### src/rtl/gpio_led_ctrl.sv
// GPIO-mapped LED controller: strobed command decode, PWM RGB drive, blinking
// plain LEDs and debounced switches reported back through the status word.
module gpio_led_ctrl #(
    parameter int NB_GPIOS     = 32,
    parameter int N_RGB        = 4,
    parameter int NB_LEDS      = 4,
    parameter int NB_SWITCHES  = 4,
    parameter int NB_PWM       = 8,
    parameter int DEBOUNCE_CYC = 1000000,
    parameter int NB_BLINK     = 24
) (
    input  logic                   i_clk,
    input  logic                   i_reset,
    input  logic [NB_GPIOS-1:0]    i_gpo,
    output logic [NB_GPIOS-1:0]    o_gpi,
    input  logic [NB_SWITCHES-1:0] i_sw,
    output logic [3*N_RGB-1:0]     o_leds_rgb,
    output logic [NB_LEDS-1:0]     o_leds
);

    localparam int N_CH = 3 * N_RGB;
    localparam int DB_W = $clog2(DEBOUNCE_CYC);
    localparam logic [NB_PWM-1:0] PWM_TOP = {{(NB_PWM-1){1'b1}}, 1'b0};

    localparam logic [2:0] OP_NOP       = 3'd0;
    localparam logic [2:0] OP_SET_DUTY  = 3'd1;
    localparam logic [2:0] OP_SET_LED   = 3'd2;
    localparam logic [2:0] OP_SET_BLINK = 3'd3;
    localparam logic [2:0] OP_CLEAR     = 3'd4;

    function automatic logic cmd_ok(input logic [2:0] op, input logic [3:0] ch);
        case (op)
            OP_NOP, OP_CLEAR:         cmd_ok = 1'b1;
            OP_SET_DUTY:              cmd_ok = (int'(ch) < N_CH);
            OP_SET_LED, OP_SET_BLINK: cmd_ok = (int'(ch) < NB_LEDS);
            default:                  cmd_ok = 1'b0;
        endcase
    endfunction

    logic                   strobe_q;
    logic                   vld_p0;
    logic [2:0]             op_p0;
    logic [3:0]             ch_p0;
    logic [NB_PWM-1:0]      data_p0;
    logic [NB_PWM-1:0]      duty [N_CH];
    logic [NB_LEDS-1:0]     led_val;
    logic [NB_LEDS-1:0]     blink_en;
    logic                   err_q, err_nxt;
    logic [7:0]             cmd_cnt_q, cnt_nxt;
    logic [NB_GPIOS-1:0]    gpi_nxt;
    logic [NB_PWM-1:0]      pwm_cnt;
    logic [NB_BLINK-1:0]    presc;
    logic [NB_SWITCHES-1:0] sw_meta, sw_sync, sw_stable;
    logic [DB_W-1:0]        db_cnt [NB_SWITCHES];
    logic                   unused_gpo;

    assign unused_gpo = ^i_gpo;

    // Stage p0: strobe edge detect; history resets high so a held strobe is ignored
    always_ff @(posedge i_clk) begin
        if (!i_reset) begin
            strobe_q <= 1'b1;
            vld_p0   <= 1'b0;
        end else begin
            strobe_q <= i_gpo[31];
            vld_p0   <= i_gpo[31] & ~strobe_q;
        end
    end

    always_ff @(posedge i_clk) begin
        op_p0   <= i_gpo[30:28];
        ch_p0   <= i_gpo[27:24];
        data_p0 <= i_gpo[NB_PWM-1:0];
    end

    always_comb begin
        err_nxt = err_q;
        cnt_nxt = cmd_cnt_q;
        if (vld_p0) begin
            cnt_nxt = cmd_cnt_q + 8'd1;
            if (op_p0 == OP_CLEAR)
                err_nxt = 1'b0;
            else if (!cmd_ok(op_p0, ch_p0))
                err_nxt = 1'b1;
        end
    end

    // Stage p1: apply command to LED state and status counters
    always_ff @(posedge i_clk) begin
        if (!i_reset) begin
            for (int i = 0; i < N_CH; i++) duty[i] <= '0;
            led_val   <= '0;
            blink_en  <= '0;
            err_q     <= 1'b0;
            cmd_cnt_q <= 8'd0;
        end else begin
            err_q     <= err_nxt;
            cmd_cnt_q <= cnt_nxt;
            if (vld_p0 && cmd_ok(op_p0, ch_p0)) begin
                case (op_p0)
                    OP_SET_DUTY:
                        for (int i = 0; i < N_CH; i++)
                            if (ch_p0 == 4'(i)) duty[i] <= data_p0;
                    OP_SET_LED:
                        for (int i = 0; i < NB_LEDS; i++)
                            if (ch_p0 == 4'(i)) led_val[i] <= data_p0[0];
                    OP_SET_BLINK:
                        for (int i = 0; i < NB_LEDS; i++)
                            if (ch_p0 == 4'(i)) blink_en[i] <= data_p0[0];
                    OP_CLEAR: begin
                        for (int i = 0; i < N_CH; i++) duty[i] <= '0;
                        led_val  <= '0;
                        blink_en <= '0;
                    end
                    default: ;
                endcase
            end
        end
    end

    always_comb begin
        gpi_nxt                    = '0;
        gpi_nxt[31]                = strobe_q;
        gpi_nxt[30]                = err_nxt;
        gpi_nxt[23:16]             = cnt_nxt;
        gpi_nxt[NB_SWITCHES-1:0]   = sw_stable;
    end

    always_ff @(posedge i_clk) begin
        if (!i_reset) o_gpi <= '0;
        else          o_gpi <= gpi_nxt;
    end

    // Output stage: PWM compare and blink gating, both registered
    always_ff @(posedge i_clk) begin
        if (!i_reset) begin
            pwm_cnt    <= '0;
            presc      <= '0;
            o_leds_rgb <= '0;
            o_leds     <= '0;
        end else begin
            pwm_cnt <= (pwm_cnt == PWM_TOP) ? '0 : pwm_cnt + NB_PWM'(1);
            presc   <= presc + NB_BLINK'(1);
            for (int i = 0; i < N_CH; i++)
                o_leds_rgb[i] <= (pwm_cnt < duty[i]);
            o_leds <= led_val & ~(blink_en & ~{NB_LEDS{presc[NB_BLINK-1]}});
        end
    end

    // Switch path: two-flop synchroniser, then per-switch stability counter
    always_ff @(posedge i_clk) begin
        sw_meta <= i_sw;
        sw_sync <= sw_meta;
    end

    always_ff @(posedge i_clk) begin
        if (!i_reset) begin
            sw_stable <= '0;
            for (int i = 0; i < NB_SWITCHES; i++) db_cnt[i] <= '0;
        end else begin
            for (int i = 0; i < NB_SWITCHES; i++) begin
                if (sw_sync[i] == sw_stable[i]) begin
                    db_cnt[i] <= '0;
                end else if (db_cnt[i] == DB_W'(DEBOUNCE_CYC - 1)) begin
                    sw_stable[i] <= sw_sync[i];
                    db_cnt[i]    <= '0;
                end else begin
                    db_cnt[i] <= db_cnt[i] + DB_W'(1);
                end
            end
        end
    end

endmodule
### config.mk
export PLATFORM = sky130hd
export DESIGN_NAME = gpio_led_ctrl
export DESIGN_NICKNAME = d
export VERILOG_FILES = /design/src/rtl/gpio_led_ctrl.sv
export SDC_FILE = /design/constraint.sdc
export NUM_CORES = 1
export LEC_CHECK = 0
export CAP_MARGIN = 10
export CORE_UTILIZATION = 35
export CTS_CLUSTER_SIZE = 28
export DETAILED_ROUTE_END_ITERATION = 8
export MAX_ROUTING_LAYER = met4
export SLEW_MARGIN = 15
export SYNTH_ARGS = -nofsm -noshare
export SYNTH_HDL_FRONTEND = slang
export SYNTH_SLANG_ARGS = --single-unit
### constraint.sdc
create_clock -name i_clk -period 3 [get_ports i_clk]
set_input_delay 0.6 -clock i_clk [delete_from_list [all_inputs] [get_ports i_clk]]
set_output_delay 0.6 -clock i_clk [all_outputs]
set_load 0.05 [all_outputs]
Yosys cells after proc, flatten, opt, wreduce, memory -nomap -nowiden
Memory sizes are Yosys's and may differ from the RTL's.
Cells that the tools add are included.
- add/subtract/negate cells: 7
- bitwise logic cells: 47
- mux-type cells: 159
- equality and inequality tests: 32
- magnitude comparators: 14
- reduce and logical (&&, ||, !) cells: 20
- operator list (kind ; count):
    2-to-1 mux 20 bit ; 12
    2-to-1 mux 8 bit ; 25
    2-to-1 mux 1 bit ; 119
    less-than comparator 8 bit ; 12
    adder 20 x 1 -> 20 bit, second input constant ; 4
    == test 20 bit, second input constant ; 4
    bitwise OR 1 bit ; 36
    adder 24 x 1 -> 24 bit, second input constant ; 1
    AND reduction 3 bit ; 8
    adder 8 x 1 -> 8 bit, second input constant ; 2
    == test 4 x 3 -> 1 bit, second input constant ; 4
    == test 4 bit, second input constant ; 4
    inequality test 2 bit, second input constant ; 8
    case mux 4 bit (2 select lines) ; 2
    AND 4 bit ; 2
    == test 4 x 2 -> 1 bit, second input constant ; 2
    == test 8 bit, second input constant ; 1
    NOT 4 bit ; 2
    AND reduction 2 bit ; 4
    == test 3 x 2 -> 1 bit, second input constant ; 2
    NOT 1 bit ; 6
    OR reduction 2 bit ; 3
    == test 1 bit ; 4
    == test 4 x 1 -> 1 bit, second input constant ; 1
    other kinds (10) ; 11
- bits in writable memories: 176
- flip-flop bits (word level): 126
- memories: 2
- input bits: 38
- memory list (name ; depth ; width ; read ports ; clocked after memory_dff ; wr ports ; RTL line ; RTL):
    duty ; 12 ; 8 ; 12 ; 0 ; 12 ; 45 ; logic [NB_PWM-1:0] duty [N_CH];
    db_cnt ; 4 ; 20 ; 4 ; 0 ; 4 ; 54 ; logic [DB_W-1:0] db_cnt [NB_SWITCHES];

Logic depth before layout (Yosys ltp)
Gate-level depths: netlist (run 1).
- depth in word-level cells: 10
- depth in mapped cells: 6
- mapped depth without buffers: 6

Least setup slack after synthesis (run 1)
OpenSTA, ideal clock, no wires.
- path kind: flip-flop to flip-flop
- start: memory db_cnt[2][15] in the netlist's numbering
- end: memory db_cnt[2][10] in the netlist's numbering (data pin)
- clock period less this slack: 2.159 ns
- arrival: 1.903 ns
- data required time: 2.743 ns
- setup time: 0.257 ns
- stages on the path, launching flop included: 6
- setup slack: 0.841 ns
- path through: edfxtp_1 or4_1 or4_1 o211ai_2 buf_2 nor2_1
- RTL lines (what ; RTL line):
    start: declaration ; 54

Worst setup path in the final report (run 1)
- start: register o_gpi[30]
- end: output port o_gpi[30]
- RTL lines (what ; RTL line ; RTL):
    start: declaration ; 15 ; output logic [NB_GPIOS-1:0] o_gpi,
    start signal: assignment ; 131 ; else o_gpi <= gpi_nxt;
No word-level cell between the ends.

==> results of run 1 <==
[synth_stat cells (3+ instances only)]
master    number  area share
clkbuf_1      35      0.0097
a21oi_1       51       0.019
a211oi_1      12      0.0067
buf_4         19       0.011
o41ai_1        3      0.0019
o221ai_1       5      0.0032
or2_2          3      0.0014
nand3_1       55       0.020
nand2b_1      18      0.0083
buf_2          5      0.0019
o211ai_1       8      0.0044
nor4_1        12      0.0056
nor4b_1        4      0.0026
o21a_1         3      0.0017
ha_1          92       0.085
or3_1         25       0.012
edfxtp_1     176        0.39
a21o_1        12      0.0067
a31oi_1       13      0.0060
or4_1         19       0.011
nor3_1         4      0.0015
mux2i_1       10      0.0074
inv_1        107       0.030
nand3b_1       3      0.0017
nand4_1       34       0.016
dfxtp_1       99        0.15
nor2b_1        3      0.0014
and3_1         7      0.0032
o31ai_1       24       0.013
a211o_1       12      0.0078
o21ai_0       26      0.0096
and4_1         7      0.0045
nor2_1       173       0.048
xor2_1        52       0.034
and2_1        30       0.014
nand2_1       68       0.019
xnor2_1       21       0.014
o311ai_0       3      0.0019
[power by group through the flow]
| stage | Combinational (mW) | Sequential, mW | Clock [mW] |
|---|---|---|---|
| CTS | 0.584 | 4.31 | 3.66 |
| global placement | 0.567 | 4.38 | 0 |
| finish | 0.578 | 4.30 | 3.55 |
| global route | 0.653 | 4.33 | 3.82 |
| floorplan | 0.397 | 4.39 | 0 |
| detailed placement | 0.583 | 4.39 | 0 |
[placed cells by master (no fill, tap or decap), types with 12 or more instances in the layout]
master / instances
nor4_1: 12
ha_1: 92
and2_1: 30
o21ai_0: 26
nand3_1: 55
a211o_1: 12
a21o_1: 12
clkbuf_1: 12
clkdlybuf4s50_1: 51
xnor2_1: 21
edfxtp_1: 176
buf_4: 23
or3_1: 25
nand2_1: 68
o31ai_1: 24
nor2_1: 173
a21oi_1: 51
clkbuf_16: 31
nand4_1: 34
xor2_1: 52
nand2b_1: 18
dfxtp_1: 99
inv_1: 106
or4_1: 19
conb_1: 98
a31oi_1: 13
a211oi_1: 12
[layout make-up]
class / instances / share of cell area
tap: 511 / 0.04039
sequential: 275 / 0.4591
clock inverter: 9 / 0.004427
timing repair buffer: 74 / 0.04316
clock buffer: 48 / 0.05581
multi-input combinational: 931 / 0.3717
inverter: 107 / 0.02537
[worst paths after layout]
path / from / slack, ns / end
worst min-delay path: sw_meta[1] / 0.33 / sw_sync[1]
worst min register to register: sw_meta[1] / 0.33 / sw_sync[1]
worst max-delay path: o_gpi[30] / 0.57 / o_gpi[30]
worst max register to register: db_cnt[0][6] / 0.61 / db_cnt[0][18]
[logic make-up (layout without fill, tap and decap cells)]
kind of cell | Yosys count | in the layout
AO/OA/AOI/OAI | 178 | 178
other | 2 | 98
AND/OR/NAND/NOR | 479 | 479
multiplexers | 10 | 10
XOR/XNOR | 73 | 73
buffers and inverters | 169 | 238
flip-flops | 275 | 275
adder cells (fa/ha/maj) | 93 | 93
[per-stage QoR]
step           total power, mW  utilization  instance area, um^2  setup slack (ns)  hold slack (ns)
2_1_floorplan            4.785            -                13870            0.8405           0.3096
3_3_place_gp             4.948       0.3931                14880            0.3378           0.3118
3_5_place_dp             4.969       0.3931                14880            0.2683           0.3121
4_1_cts                  8.552       0.4183                15830            0.5504           0.3262
5_1_grt                  8.798       0.4183                15830            0.3880           0.3286
6_report                 8.435       0.4183                15830            0.5651           0.3257
[flip-flops by register name, summed over array words and instances (netlist names), 7 cells and up]
name and count:
data_p0 8, cmd_cnt_q 7, presc 24, o_gpi 7, duty 96, o_leds_rgb 12, db_cnt 80, pwm_cnt 8
[per-layer routing]
metal | vias up | GRT usage
met1 | 4379 | 0.1706
li1 | 4737 | -
met5 | - | -
met2 | 94 | 0.2590
met3 | 46 | 0.01729
met4 | 0 | 0.04131
==> results.sh, run 1 <==
export IMPL_status="completed"
export IMPL_vias_per_cell=4.735
export IMPL_maxCapViolations=0
export IMPL_diodes=0
export IMPL_syn2layout_area_growth_pct=17.16
export IMPL_powerDensity_nw_per_um2=532.9
export IMPL_synth_compound_area_frac=0.08640
export IMPL_die_area_um2=39390
export IMPL_synthDistinctLibCells=58
export IMPL_synth_adder_area_share=0.08594
export IMPL_insertion_delay_ns=0.55
export IMPL_hold_depth=0
export IMPL_initial_utilization=0.3570
export IMPL_grt_max_degree=48
export IMPL_wl_met3_um=865
export IMPL_p_leak_nw=6.312
export IMPL_p_sw_frac=0.2316
export IMPL_max_freq_mhz=410.7
export IMPL_htree_levels=1
export IMPL_tightest_slew_ns=0.8911
export IMPL_crit_fanout=2
export IMPL_slowest_stage="clkdlybuf4s50_1"
export IMPL_synth_area_um2=13510
export IMPL_synthSimpleGateAreaFrac=0.1812
export IMPL_synth_top_family_by_area="simple AND/OR/NAND/NOR gates"
export IMPL_synth_ff_type="edfxtp_1"
export IMPL_track_usage=0.1449
export IMPL_wl_met2_mm=13.27
export IMPL_port_buffers=51
export IMPL_finalClockSkew_ns=0.008829
export IMPL_crit_buf_inv=1
export IMPL_dp_cells=1898
export IMPL_synth_seq_cells=275
export IMPL_grt_overflow=0
export IMPL_ys_seq_area_frac=0.5379
export IMPL_grt_pass1_wl_mm=44.61
export IMPL_reg2reg_depth=4
export IMPL_synth_edf_count=176
export IMPL_vias=9256
export IMPL_final_seq_area_um2=7267
export IMPL_layout_drive_gt1_share=0.05263
export IMPL_slew_viol_final=0
export IMPL_nets=1550
export IMPL_cp_required_ns=2.40
export IMPL_clock_path_buffers=3
export IMPL_hold_violations=0
export IMPL_period_minus_slack_ns=2.435
export IMPL_design_core_area_um2=37840
export IMPL_post_cts_buffers=0
export IMPL_setup_violations_final=0
export IMPL_dr_pass1_iters=4
export IMPL_num_rows=71
export IMPL_cp_cell_sequence="clkdlybuf4s50_1"
export IMPL_async_flop_share=0
export IMPL_synth_xor_area_share=0.04732
export IMPL_relSlewSlack=0.4051
export IMPL_cts_tree="yes"
export IMPL_routedWlPerCell_um=13.68
export IMPL_syn_instance_count=1279
export IMPL_synthMuxAreaShare=0.007409
export IMPL_drc=0
export IMPL_max_stage_delay_ns=0.85
export IMPL_grt_pass1_vias=9172
export IMPL_final_cells=1955
export IMPL_worstPathArrival_ns=1.83
export IMPL_power_share_combinational=0.069
export IMPL_critPathCaptureType="output port"
export IMPL_cts_buffers=31
export IMPL_highest_layer="met4"
export IMPL_ir_drop_uv=429.2
export IMPL_p_int_mw=6.482
export IMPL_routabilityCongestion=0.7757
export IMPL_cts_hold_buf=0
export IMPL_fill_cells=3725
export IMPL_drtIter0Drc=373
export IMPL_tns_ns=0
export IMPL_min_period_over_period=0.8116
export IMPL_antenna_found_initial=0
export IMPL_ctsRootBufferMaster="clkbuf_16"
export IMPL_worstSetupPathType="flip-flop to output port"
export IMPL_multi_input_area_um2=5884
export IMPL_clock_sinks=275
export IMPL_worst_path_stages=1
export IMPL_die_h_um=198.5
export IMPL_p_sw_mw=1.954
export IMPL_syn_area_per_cell_um2=10.56
export IMPL_clk_pin_slew_ns=0.06
export IMPL_wirelength_mm=26.74
export IMPL_io_pins=86
export IMPL_ant_nets=0
export IMPL_detailed_place_hpwl_mm=18.64
export IMPL_critical_path_top_delay_family="buffers and inverters"
export IMPL_cp_start_kind="flip-flop"
export IMPL_worst_hold_path_type="flip-flop to flip-flop"
export IMPL_clock_power_share=0.421
export IMPL_p_seq_frac=0.510
export IMPL_wl_met1_mm=11.94
export IMPL_die_w_um=198.5
export IMPL_rsz0062_at_grt="no"
export IMPL_yosys_warnings=0
export IMPL_cts_resized=0
(Power assumes the default switching activity.)
==> run 2, diff against run 1 <==
==> constraint.sdc (replaced) <==
create_clock -name i_clk -period 2 [get_ports i_clk]
set_input_delay 0.4 -clock i_clk [delete_from_list [all_inputs] [get_ports i_clk]]
set_output_delay 0.4 -clock i_clk [all_outputs]
set_load 0.05 [all_outputs]
==> run 2 against run 1 <==
Effect of this change:
- the flow now finishes with violations (setup timing)
- register-to-register slack got worse by 0.81 ns
- highest routed layer unchanged
- clock skew rose by 0.0046 ns
- combinational power rose by 85%
- utilization rose by 2.7 points
- cell count rose by 4.6%
- critical endpoint is now db_cnt[1][7]
- wire length rose by 4.9%
- critical path type is now flip-flop to flip-flop
==> results.sh, run 2 (synthesized netlist as in run 1, its figures left out) <==
export IMPL_slew_viol_final=0
export IMPL_cp_required_ns=2.31
export IMPL_grt_util_met3=0.02323
export IMPL_vias=9680
export IMPL_drc=0
export IMPL_dr_pass1_iters=5
export IMPL_max_stage_delay_ns=0.54
export IMPL_syn2layout_area_growth_pct=24.74
export IMPL_place_ws_ns=-0.2507
export IMPL_final_seq_area_um2=7267
export IMPL_detailed_place_hpwl_mm=19.57
export IMPL_cts_hold_buf=0
export IMPL_p_leak_nw=6.997
export IMPL_grt_busiest_layer="met2"
export IMPL_largest_register_ffs=96
export IMPL_final_cell_mix="edfxtp_1 (176), nor2_1 (172), inv_1 (106), dfxtp_1 (99), buf_4 (99)"
export IMPL_design_core_area_um2=37840
export IMPL_routedWlPerCell_um=13.71
export IMPL_clk_pin_slew_ns=0.06
export IMPL_clock_path_buffers=3
export IMPL_grt_pass1_vias=9514
export IMPL_critical_path_top_delay_family="simple AND/OR/NAND/NOR gates"
export IMPL_fill_cells=3588
export IMPL_finalClockSkew_ns=0.01346
export IMPL_violations="setup timing"
export IMPL_top_register="duty"
export IMPL_crit_buf_inv=1
export IMPL_setup_ws_ns=-0.2044
export IMPL_ctsRootBufferMaster="clkbuf_16"
export IMPL_tightest_slew_ns=0.7203
export IMPL_insertion_delay_ns=0.57
export IMPL_hold_violations=0
export IMPL_max_freq_mhz=453.6
export IMPL_final_core_util=0.4453
export IMPL_io_pins=86
export IMPL_wirelength_mm=28.03
export IMPL_final_common_cell="edfxtp_1"
export IMPL_initial_utilization=0.3570
export IMPL_die_area_um2=39390
export IMPL_tns_ns=-6.464
export IMPL_powerDensity_nw_per_um2=786.7
export IMPL_ir_drop_uv=839.9
export IMPL_nets=1640
export IMPL_maxCapViolations=0
export IMPL_use_met2=0.2647
export IMPL_worstPathArrival_ns=2.52
export IMPL_routabilityCongestion=0.7762
export IMPL_worstSetupPathType="flip-flop to flip-flop"
export IMPL_port_buffers=51
export IMPL_drtIter0Drc=438
export IMPL_grt_max_degree=48
export IMPL_power_mw=13.26
export IMPL_critPathCaptureType="flip-flop"
export IMPL_track_usage=0.1529
export IMPL_htree_levels=1
export IMPL_reg_top3="duty x96, db_cnt x80, presc x24"
export IMPL_diodes=0
export IMPL_worst_hold_path_type="input pin to flip-flop"
export IMPL_cts_tree="yes"
export IMPL_layout_drive_gt1_share=0.1239
export IMPL_vias_per_cell=4.733
export IMPL_grt_pass1_wl_mm=46.95
export IMPL_crit_fanout=11
export IMPL_cts_buffers=31
export IMPL_min_period_over_period=1.102
export IMPL_period_minus_slack_ns=2.204
export IMPL_status="finished, violations left"
export IMPL_ant_nets=0
export IMPL_grt_overflow=0
export IMPL_die_w_um=198.5
export IMPL_cp_cell_sequence="or4_1, or4_4, o211ai_1, buf_4, nor2_1"
export IMPL_multi_input_area_um2=5942
export IMPL_rsz0062_at_grt="yes"
export IMPL_cp_start_kind="flip-flop"
export IMPL_setup_violations_final=41
export IMPL_slowest_stage="or4_4"
export IMPL_met1_usage=0.1870
export IMPL_clock_sinks=275
export IMPL_die_h_um=198.5
export IMPL_num_rows=71
export IMPL_antenna_found_initial=0
export IMPL_relSlewSlack=0.5169
-- run 2: worst paths after layout --
path,start,end,slack (ns),cells after the start
max,db_cnt[1][15],db_cnt[1][7],-0.20,5
max reg2reg,db_cnt[1][15],db_cnt[1][7],-0.20,5
min reg2reg,sw_meta[3],sw_sync[3],0.33,0
min,i_gpo[6],data_p0[6],0.28,1
-- run 2: per-layer routing --
layer,wire (um),up-vias
li1,-,4922
met1,12580,4605
met2,14020,111
met3,882,42
met4,558,0
met5,0,-
-- run 2: through the flow --
| stage | area (um^2) | hold WS, ns | cells |
|---|---|---|---|
| finish | 16850 | 0.2754 | 2045 |
| global route | 16850 | 0.2529 | 2045 |
| CTS | 16810 | 0.2444 | 2043 |
| detailed placement | 15760 | 0.3121 | 1986 |
| global placement | 15760 | 0.3114 | 1986 |
| floorplan | 13890 | 0.3096 | 1375 |
-- run 2: where the power goes --
part           switching (mW)  internal [mW]
Combinational           0.654          0.418
Clock                    2.30           3.49
Sequential              0.127           6.27
-- run 2: what timing repair did --
item	in CTS	in global routing
gates cloned	0	0
endpoints found under the setup margin	76	55
endpoints found under the hold margin	0	0
pin swaps	0	2
buffers inserted	0	2
gates resized for setup	31	6
-- run 2: layout make-up --
cell class	instances	area share
Timing Repair Buffer	164	0.09088
Sequential cell	275	0.4312
Clock buffer	47	0.06014
Clock inverter	10	0.003415
Inverter	107	0.02383
Multi-Input combinational cell	931	0.3526
Tap cell	511	0.03794
-- run 2: worst register-to-register path: stages (launching register included) --
cell	delay [ns]
edfxtp_1	0.39
or4_1	0.52
or4_4	0.54
o211ai_1	0.21
buf_4	0.22
nor2_1	0.07
